--- config.mk ---
export PLATFORM = sky130hd
export DESIGN_NAME = cmac_array_flat
export DESIGN_NICKNAME = d
export VERILOG_FILES = /design/src/rtl/cmac_array_if.sv /design/src/rtl/cmac_array.sv /design/src/flat_wrapper.sv
export SDC_FILE = /design/constraint.sdc
export NUM_CORES = 2
export LEC_CHECK = 0
export CAP_MARGIN = 10
export CORE_MARGIN = 3
export CORE_UTILIZATION = 41
export DETAILED_ROUTE_END_ITERATION = 16
export GPL_TIMING_DRIVEN = 0
export HOLD_SLACK_MARGIN = 0.03
export PLACE_DENSITY_LB_ADDON = 0.2
export SLEW_MARGIN = 30
export SYNTH_ARGS = -nofsm -noshare
export SYNTH_HDL_FRONTEND = slang
export SYNTH_SLANG_ARGS = --single-unit
--- constraint.sdc ---
create_clock -name clk -period 4.3 [get_ports clk]
set_input_delay 0.86 -clock clk [delete_from_list [all_inputs] [get_ports clk]]
set_output_delay 0.86 -clock clk [all_outputs]
set_load 0.1 [all_outputs]
--- src/rtl/cmac_array_if.sv ---
// ---------------------------------------------------------------------------
// cmac_array_if
// Bundles the job-control, input-beat and output-result signals of the
// multi-lane convolution MAC engine.
//   master : job issuer / data-weight fetch / write-back side
//   slave  : the cmac_array engine
// Signals:
//   start, op_num, relu_en, bias     job set-up, sampled together with start
//   in_valid, in_ready, data, weight input beat handshake (weight per lane)
//   out_valid, out_ready, result,    output handshake, per-lane result and
//   overflow                         saturation flags
//   busy                             engine is not idle
// Per-lane vectors pack lane i at [i*DATA_W +: DATA_W].
// ---------------------------------------------------------------------------
interface cmac_array_if #(
  parameter int LANES  = 4,
  parameter int DATA_W = 16,
  parameter int CNT_W  = 32
);
  logic                      start;
  logic [CNT_W-1:0]          op_num;
  logic                      relu_en;
  logic [LANES*DATA_W-1:0]   bias;
  logic                      in_valid;
  logic                      in_ready;
  logic [DATA_W-1:0]         data;
  logic [LANES*DATA_W-1:0]   weight;
  logic                      out_valid;
  logic                      out_ready;
  logic [LANES*DATA_W-1:0]   result;
  logic [LANES-1:0]          overflow;
  logic                      busy;

  modport master (
    output start, op_num, relu_en, bias, in_valid, data, weight, out_ready,
    input  in_ready, out_valid, result, overflow, busy
  );

  modport slave (
    input  start, op_num, relu_en, bias, in_valid, data, weight, out_ready,
    output in_ready, out_valid, result, overflow, busy
  );
endinterface

--- src/rtl/cmac_array.sv ---
// ---------------------------------------------------------------------------
// cmac_array
// Multi-lane fixed-point convolution MAC. One shared activation stream is
// multiplied by LANES weight streams; each lane accumulates op_num products,
// adds its bias, optionally applies ReLU and saturates to DATA_W bits.
// Ports:
//   clk    clock, rising edge
//   rst_n  asynchronous active-low reset; aborts any job in progress
//   bus    cmac_array_if slave modport (job set-up, input beats, results)
// Pipeline: beat accepted at edge t -> product registered at t ->
// accumulated at t+1 -> result/out_valid registered at t+2.
// ---------------------------------------------------------------------------
module cmac_array #(
  parameter int LANES  = 4,
  parameter int DATA_W = 16,
  parameter int FRAC_W = 8,
  parameter int ACC_W  = 40,
  parameter int CNT_W  = 32
) (
  input  logic        clk,
  input  logic        rst_n,
  cmac_array_if.slave bus
);

  localparam int PROD_W = 2 * DATA_W;

  // Saturation bounds expressed at accumulator width for signed compares.
  localparam logic signed [ACC_W-1:0] SAT_MAX =
    {{(ACC_W-DATA_W+1){1'b0}}, {(DATA_W-1){1'b1}}};
  localparam logic signed [ACC_W-1:0] SAT_MIN =
    {{(ACC_W-DATA_W+1){1'b1}}, {(DATA_W-1){1'b0}}};
  localparam logic signed [DATA_W-1:0] RES_MAX = {1'b0, {(DATA_W-1){1'b1}}};
  localparam logic signed [DATA_W-1:0] RES_MIN = {1'b1, {(DATA_W-1){1'b0}}};

  typedef enum logic [2:0] {
    S_IDLE,
    S_MAC,
    S_DRAIN,
    S_BIAS,
    S_OUT
  } state_t;

  state_t                  r_state;
  logic [CNT_W-1:0]        r_cnt;
  logic                    r_relu;
  logic [LANES*DATA_W-1:0] r_bias;
  logic                    r_pvld;
  logic                    r_in_ready;
  logic                    r_out_valid;
  logic                    r_busy;
  logic [LANES*DATA_W-1:0] r_result;
  logic [LANES-1:0]        r_ovf;

  logic                    w_start;
  logic                    w_accept;
  logic [LANES*DATA_W-1:0] w_result;
  logic [LANES-1:0]        w_sat;
  logic signed [DATA_W-1:0] w_data;

  // r_in_ready is high exactly while in S_MAC, so it doubles as the state
  // qualifier for beat acceptance.
  assign w_start  = (r_state == S_IDLE) && bus.start;
  assign w_accept = r_in_ready && bus.in_valid;
  assign w_data   = bus.data;

  assign bus.in_ready  = r_in_ready;
  assign bus.out_valid = r_out_valid;
  assign bus.busy      = r_busy;
  assign bus.result    = r_result;
  assign bus.overflow  = r_ovf;

  // -------------------------------------------------------------------------
  // Control FSM with registered outputs
  // -------------------------------------------------------------------------
  always_ff @(posedge clk or negedge rst_n) begin
    if (!rst_n) begin
      r_state     <= S_IDLE;
      r_cnt       <= '0;
      r_relu      <= 1'b0;
      r_bias      <= '0;
      r_pvld      <= 1'b0;
      r_in_ready  <= 1'b0;
      r_out_valid <= 1'b0;
      r_busy      <= 1'b0;
      r_result    <= '0;
      r_ovf       <= '0;
    end else begin
      // A product is only ever added once: the flag lives for one cycle
      // after each accepted beat, so in_valid gaps add nothing.
      r_pvld <= 1'b0;
      case (r_state)
        S_IDLE: begin
          if (bus.start) begin
            r_cnt  <= bus.op_num;
            r_relu <= bus.relu_en;
            r_bias <= bus.bias;
            r_busy <= 1'b1;
            if (bus.op_num != '0) begin
              r_state    <= S_MAC;
              r_in_ready <= 1'b1;
            end else begin
              r_state <= S_BIAS;
            end
          end
        end
        S_MAC: begin
          if (w_accept) begin
            r_pvld <= 1'b1;
            r_cnt  <= r_cnt - 1'b1;
            if (r_cnt == CNT_W'(1)) begin
              r_state    <= S_DRAIN;
              r_in_ready <= 1'b0;
            end
          end
        end
        S_DRAIN: begin
          r_state <= S_BIAS;
        end
        S_BIAS: begin
          r_result    <= w_result;
          r_ovf       <= w_sat;
          r_out_valid <= 1'b1;
          r_state     <= S_OUT;
        end
        S_OUT: begin
          if (bus.out_ready) begin
            r_out_valid <= 1'b0;
            r_busy      <= 1'b0;
            r_state     <= S_IDLE;
          end
        end
        default: begin
          r_state <= S_IDLE;
        end
      endcase
    end
  end

  // -------------------------------------------------------------------------
  // Per-lane datapath: multiply, accumulate, bias/shift/ReLU/saturate
  // -------------------------------------------------------------------------
  generate
    for (genvar gi = 0; gi < LANES; gi++) begin : g_lane
      logic signed [DATA_W-1:0] w_wt;
      logic signed [DATA_W-1:0] w_bias;
      logic signed [PROD_W-1:0] r_prod;
      logic signed [ACC_W-1:0]  r_acc;
      logic signed [ACC_W-1:0]  w_sum;
      logic signed [ACC_W-1:0]  w_shift;
      logic signed [DATA_W-1:0] w_res;
      logic                     w_ovf;

      assign w_wt   = bus.weight[gi*DATA_W +: DATA_W];
      assign w_bias = r_bias[gi*DATA_W +: DATA_W];

      always_ff @(posedge clk or negedge rst_n) begin
        if (!rst_n) begin
          r_prod <= '0;
          r_acc  <= '0;
        end else begin
          if (w_accept) begin
            r_prod <= PROD_W'(w_data) * PROD_W'(w_wt);
          end
          if (w_start) begin
            r_acc <= '0;
          end else if (r_pvld) begin
            // Wraps modulo 2^ACC_W by construction.
            r_acc <= r_acc + {{(ACC_W-PROD_W){r_prod[PROD_W-1]}}, r_prod};
          end
        end
      end

      // Bias is aligned to the product's Q(2*FRAC_W) scale before adding.
      assign w_sum   = r_acc + {{(ACC_W-DATA_W-FRAC_W){w_bias[DATA_W-1]}},
                                w_bias, {FRAC_W{1'b0}}};
      assign w_shift = w_sum >>> FRAC_W;

      always_comb begin
        w_res = w_shift[DATA_W-1:0];
        w_ovf = 1'b0;
        if (r_relu && w_shift[ACC_W-1]) begin
          w_res = '0;
        end else if (w_shift > SAT_MAX) begin
          w_res = RES_MAX;
          w_ovf = 1'b1;
        end else if (w_shift < SAT_MIN) begin
          w_res = RES_MIN;
          w_ovf = 1'b1;
        end
      end

      assign w_result[gi*DATA_W +: DATA_W] = w_res;
      assign w_sat[gi]                     = w_ovf;
    end
  endgenerate

endmodule

--- src/flat_wrapper.sv ---
// flat-port wrapper written by rule: the top's interface ports become plain ports
module cmac_array_flat 
#(
  parameter int LANES  = 4,
  parameter int DATA_W = 16,
  parameter int FRAC_W = 8,
  parameter int ACC_W  = 40,
  parameter int CNT_W  = 32
)
  (clk, rst_n, bus_start, bus_op_num, bus_relu_en, bus_bias, bus_in_valid, bus_data, bus_weight, bus_out_ready, bus_in_ready, bus_out_valid, bus_result, bus_overflow, bus_busy);
  cmac_array_if #(.LANES(LANES), .DATA_W(DATA_W), .CNT_W(CNT_W)) bus_i ();
  input  logic clk;
  input  logic rst_n;
  input wire logic [$bits(bus_i.start)-1:0] bus_start;
  input wire logic [$bits(bus_i.op_num)-1:0] bus_op_num;
  input wire logic [$bits(bus_i.relu_en)-1:0] bus_relu_en;
  input wire logic [$bits(bus_i.bias)-1:0] bus_bias;
  input wire logic [$bits(bus_i.in_valid)-1:0] bus_in_valid;
  input wire logic [$bits(bus_i.data)-1:0] bus_data;
  input wire logic [$bits(bus_i.weight)-1:0] bus_weight;
  input wire logic [$bits(bus_i.out_ready)-1:0] bus_out_ready;
  output wire logic [$bits(bus_i.in_ready)-1:0] bus_in_ready;
  output wire logic [$bits(bus_i.out_valid)-1:0] bus_out_valid;
  output wire logic [$bits(bus_i.result)-1:0] bus_result;
  output wire logic [$bits(bus_i.overflow)-1:0] bus_overflow;
  output wire logic [$bits(bus_i.busy)-1:0] bus_busy;
  assign bus_i.start = bus_start;
  assign bus_i.op_num = bus_op_num;
  assign bus_i.relu_en = bus_relu_en;
  assign bus_i.bias = bus_bias;
  assign bus_i.in_valid = bus_in_valid;
  assign bus_i.data = bus_data;
  assign bus_i.weight = bus_weight;
  assign bus_i.out_ready = bus_out_ready;
  assign bus_in_ready = bus_i.in_ready;
  assign bus_out_valid = bus_i.out_valid;
  assign bus_result = bus_i.result;
  assign bus_overflow = bus_i.overflow;
  assign bus_busy = bus_i.busy;
  cmac_array #(.LANES(LANES), .DATA_W(DATA_W), .FRAC_W(FRAC_W), .ACC_W(ACC_W), .CNT_W(CNT_W)) u_core (.clk(clk), .rst_n(rst_n), .bus(bus_i));
endmodule
Word level (Yosys, flattened, before mapping)
Index checks and enable logic that the tools add are counted.
{"block": "classes", "n_reduce_logical": 18, "n_eq_ne": 10, "n_mul": 4, "muxes": 52, "n_addsub": 9, "n_lt_le_gt_ge": 8}
{"operator": "$add A40 B40 Y40", "count": 8}
{"operator": "$mux W40", "count": 8}
{"operator": "$mux W16", "count": 12}
{"operator": "$gt A32 B16 Y1 const B", "count": 4}
{"operator": "$lt A32 B16 Y1 const B", "count": 4}
{"operator": "$mul A16 B16 Y32", "count": 4}
{"operator": "$mux W32", "count": 2}
{"operator": "$pmux W32 S2", "count": 1}
{"operator": "$eq A32 B1 Y1 const B", "count": 1}
{"operator": "$reduce_bool A32 Y1", "count": 1}
{"operator": "$sub A32 B1 Y32 const B", "count": 1}
{"operator": "$mux W1", "count": 20}
{"operator": "$pmux W3 S5", "count": 1}
{"operator": "$mux W3", "count": 4}
{"operator": "$reduce_bool A2 Y1", "count": 4}
{"operator": "$eq A3 B2 Y1 const B", "count": 2}
{"operator": "$logic_and A1 B1 Y1", "count": 6}
{"operator": "$ne A2 B2 Y1 const B", "count": 3}
{"operator": "$pmux W1 S2", "count": 3}
{"operator": "$reduce_and A3 Y1", "count": 2}
{"operator": "$reduce_and A5 Y1", "count": 1}
{"operator": "$ne A2 B1 Y1 const B", "count": 2}
{"operator": "$reduce_and A2 Y1", "count": 2}
{"operator": "$reduce_and A4 Y1", "count": 1}
{"operator": "4 further kinds", "count": 4}
{"block": "word_totals", "word_cells": 119, "input_bits": 182, "out_inout_bits": 71, "register_bits": 460}

Logic depth before layout (Yosys ltp)
{"block": "depth", "ltp_word": 5, "mapped_depth": 27}

Worst setup path before layout
OpenSTA, ideal clock, no wires.
{"block": "synth_path", "path_kind": "input to register", "startpoint": "input bus_data[7]", "endpoint": "register u_core.g_lane[1].r_prod[30]", "slack_ns": -2.840, "stages": 26, "path_buffers": 2, "required_ns": 4.210, "arrival_time_ns": 7.050, "cell_sequence": "clkbuf_1 > clkbuf_1 > nand2_1 > fa_1 > inv_1 > fa_1 > inv_1 > fa_1 > inv_1 > fa_1 > fa_1 > inv_1 > fa_1 > inv_1 > ha_1 > a21o_1 > a21oi_1 > nor2b_1 > nor4b_1 > a21oi_1 > a41oi_1 > a31oi_1 > a221o_1 > a21oi_1 > or4b_2 > o2111ai_1"}
{"block": "synth_via", "elab_chain_len": 1}
{"item": "start: declaration", "line_no": "flat_wrapper.sv:19", "rtl": "input wire logic [$bits(bus_i.data)-1:0] bus_data;"}
{"item": "$mul A16 B16 Y32", "line_no": "cmac_array.sv:162", "rtl": "r_prod <= PROD_W'(w_data) * PROD_W'(w_wt);"}
{"item": "end signal: assignment", "line_no": "cmac_array.sv:162"}
{"item": "end: declaration", "line_no": "cmac_array.sv:146", "rtl": "logic signed [PROD_W-1:0] r_prod;"}
No other way between the ends.
A chain may end at the register's enable or synchronous reset.

Worst setup path after layout
{"block": "layout_path", "startpoint": "input bus_data[9]", "endpoint": "register u_core.g_lane[3].r_prod[30]"}
{"block": "layout_via", "elab_chain_len": 1}
{"item": "$mul A16 B16 Y32", "line_no": "cmac_array.sv:162"}
{"item": "end signal: assignment", "line_no": "cmac_array.sv:162"}
{"item": "end: declaration", "line_no": "cmac_array.sv:146"}
No other way between the ends.

==> run_results.csv <==
group,metric,value,unit
status,outcome,"finished with violations",
status,violations,"setup timing",
timing,finalHoldViolCount,0,
synth,synth-adder-area-share,40.2,%
route,drtAntennaViolNets,0,
route,vias,59100,
layout,syn_to_final_growth,21.2,%
critical_path,path_buf_inv,7,
global_routing,grt_pass1_wl,373,mm
synth,synth_mux_area_share,1.72,%
floorplanning,core,173000,µm²
global_routing,grt-ovfl-total,0,
timing,setup_viol,94,
synth,synth_flop_cell,"dfrtp_1",
critical_path,cpPeakStageDelay,0.52,ns
synth,syn_inst,8098,
critical_path,crit_family,"adder cells",
place,portBuffers,236,
synth,yosysTopAreaCell,"fa_1",
clocking,clk_path_buf_depth,3,
critical_path,startpoint_type,"input port",
clocking,clock_sinks,460,
route,drc_errors,0,
synth,synth-seq-area-share,16.1,%
floorplanning,start_util,41.5,%
floorplanning,fp.dieH,424,µm
layout,layout.nets,10500,
critical_path,crit_path_top_delay_cell,"fa_1",
clocking,insertion_delay,0.62,ns
synth,synth_xor_area_share,4.72,%
critical_path,cp.arrival,7.06,ns
clocking,cts.root.buffer_cell,"clkbuf_16",
layout,nFillCells,16300,
synth,synth_area,71600,µm²
synth,synth_top_area_share,29.5,%
synth,yosysWarnings,0,
global_routing,grt_max_degree,88,
synth,synth_nets,9946,
floorplanning,die_w,424,µm
clocking,clk_transition_reported_paths,0.07,ns
critical_path,r2r-end,"u_core.bus.result[44]",
timing,slew-limit-headroom,31.0,%
synth,synthArstFlopShare,100,%
critical_path,r2r_cells,15,
timing,fmaxAchievable,152,MHz
layout,drive_gt1_share,14.4,%
global_routing,grt_antenna_before_repair,30,
global_routing,first_global_vias,60300,
clocking,numCtsBuffers,48,
critical_path,path_class,"input port to flip-flop",
route,wirelength,249,mm
synth,syn_area_per_cell,8.84,µm²
synth,synth-simple-area-share,16.6,%
timing,rsz0062_at_grt,"true",
timing,min_period,6.57,ns
critical_path,path_max_fanout,7,
critical_path,endpoint,"u_core.g_lane[3].r_prod[30]",
critical_path,cp.depth,25,
synth,yosysUniqueCellTypes,99,
timing,clock_skew,0.0122,ns
timing,fin_setup_tns,-137.81,ns
clocking,ctsHoldBuffers,0,
place,place.gp.congestion,0.977,
critical_path,crit_start,"bus_data[9]",
synth,ys_ff_latch,460,
critical_path,crit_top_cell,"fa_1",
timing,layout_setup_ws,-2.27,ns
clocking,htree_levels,2,
synth,synth-compound-area-share,12.5,%
route,first_pass_iters,6,
job,cap_violations,0,
timing,drv_slew,0,
floorplanning,row_count,152,
critical_path,cp-end-kind,"flip-flop",
critical_path,rr_startpoint,"u_core.g_lane[2].r_acc[8]",
floorplanning,fp.dieArea,180000,µm²
worst_hold_path,hold_path.class,"input port to asynchronous set/reset pin",
synth,synth_edf_count,0,
route,drtIter0Drc,4336,
route,wire_per_inst,22.6,µm
critical_path,required,4.79,ns
synth,synth.top_cells.by_area,"fa_1 (30%), dfrtp_1 (16%), ha_1 (11%), inv_1 (6.5%), nand2_1 (5.5%)",
global_routing,grt_usage,27.3,%
place,hpwlAfterDp,201,mm
route,viasPerCell,5.37,
timing,finalCritPeriodShare,153,%
floorplanning,io_pins,253,
timing,tightest_slew,1.03,ns
synth,synth_top_family_by_area,"adder cells",
clocking,cts_tree,"built",
critical_path,reg2reg_slack,0.11,ns
-- cells in the mapped netlist, types with 53 or more instances --
cell,instances
a21oi_1,407
inv_1,1234
mux2i_1,107
nand2b_1,76
nor3_1,103
xor2_1,135
a21o_1,192
nor2_1,418
ha_1,610
o21ai_0,353
dfrtp_1,460
nand2_1,1054
xnor2_1,251
clkbuf_1,297
and2_1,502
nand3_1,93
a211oi_1,53
fa_1,1056
-- metal layers --
metal  vias to the layer above  share of wire [%]  track usage (%)
li1                      27200                  -                -
met3                       417                6.9             4.36
met2                      1896                 46             44.1
met4                         2                4.0             10.1
met5                         -             0.0052                0
met1                     29600                 43             37.1
-- cells in the final DEF (no fill, tap or decap), types with 61 or more instances in the layout --
cell type	netlist	final
dfrtp_1	460	454
clkbuf_8	0	61
a21o_1	192	189
xor2_1	135	104
nor2_1	418	409
nand2_1	1054	1017
inv_1	1234	1158
nand2b_1	76	72
inv_2	0	75
xnor2_1	251	216
buf_4	4	211
nor3_1	103	96
fa_1	1056	997
clkbuf_16	0	118
clkbuf_1	297	118
clkdlybuf4s50_1	0	174
ha_1	610	538
a21oi_1	407	340
and2_1	502	451
mux2i_1	107	107
o21ai_0	353	247
nand3_1	93	90
o21ai_1	9	94
-- through the flow --
step	worst slack (ns)	area [µm²]	util, %	hold WS (ns)	instances
after floorplan	-2.44	73200	-	0.450	8098
after global placement	-18.51	78500	45.4	0.468	10600
after detailed placement	-4.61	78700	45.6	0.467	10700
after global routing	-2.39	86700	50.2	0.0767	11000
after CTS	-2.27	84100	48.7	0.0488	10800
final	-2.27	86800	50.2	0.0863	11000
-- sequential cells by signal, indices dropped and copies added, names as in the netlist --
name	count
u_core.r_cnt	32
u_core.g_lane.r_prod	128
u_core.r_bias	64
u_core.r_relu	1
u_core.bus.in_ready	1
u_core.g_lane.r_acc	160
u_core.bus.result	64
u_core.bus.out_valid	1
u_core.r_pvld	1
u_core.r_state	3
u_core.bus.overflow	4
u_core.bus.busy	1
-- what timing repair did --
item	4_1_cts	5_1_grt
hold endpoints to repair	0	0
endpoints found under the setup margin	158	167
resized for setup	828	473
pin swaps	128	301
setup buffers	101	146
cloned	2	5
-- area by class of cell --
class | instances | area (µm²) | share of cell area, %
buffer | 322 | 3690 | 4.25
clock buffer | 61 | 1340 | 1.55
inverter | 1235 | 4640 | 5.35
antenna | 17 | 42.5 | 0.0490
timing repair buffer | 495 | 4710 | 5.43
tap | 2310 | 2890 | 3.33
multi-input combinational | 6080 | 57600 | 66.4
sequential | 460 | 11500 | 13.3
clock inverter | 29 | 363 | 0.418
-- worst min-delay path by stage --
stage | from | endpoint | depth (start not counted)
4_1_cts | rst_n | u_core.r_cnt[16] | 1
6_report | rst_n | u_core.r_cnt[9] | 1
3_3_place_gp | u_core.r_bias[2] | u_core.r_bias[2] | 2
3_5_place_dp | u_core.r_bias[48] | u_core.r_bias[48] | 2
2_1_floorplan | u_core.r_bias[0] | u_core.r_bias[0] | 2
5_1_grt | rst_n | u_core.r_cnt[9] | 1
-- logic make-up after synthesis --
kind of cell | Yosys count
XOR/XNOR | 386
flip-flops | 460
AND/OR/NAND/NOR | 2500
adder cells (fa/ha/maj) | 1666
buffers and inverters | 1558
multiplexers | 121
AO/OA/AOI/OAI | 1407
Power is not shown: default switching activity piles up to over one toggle a cycle in this logic, so the estimate is an artifact.
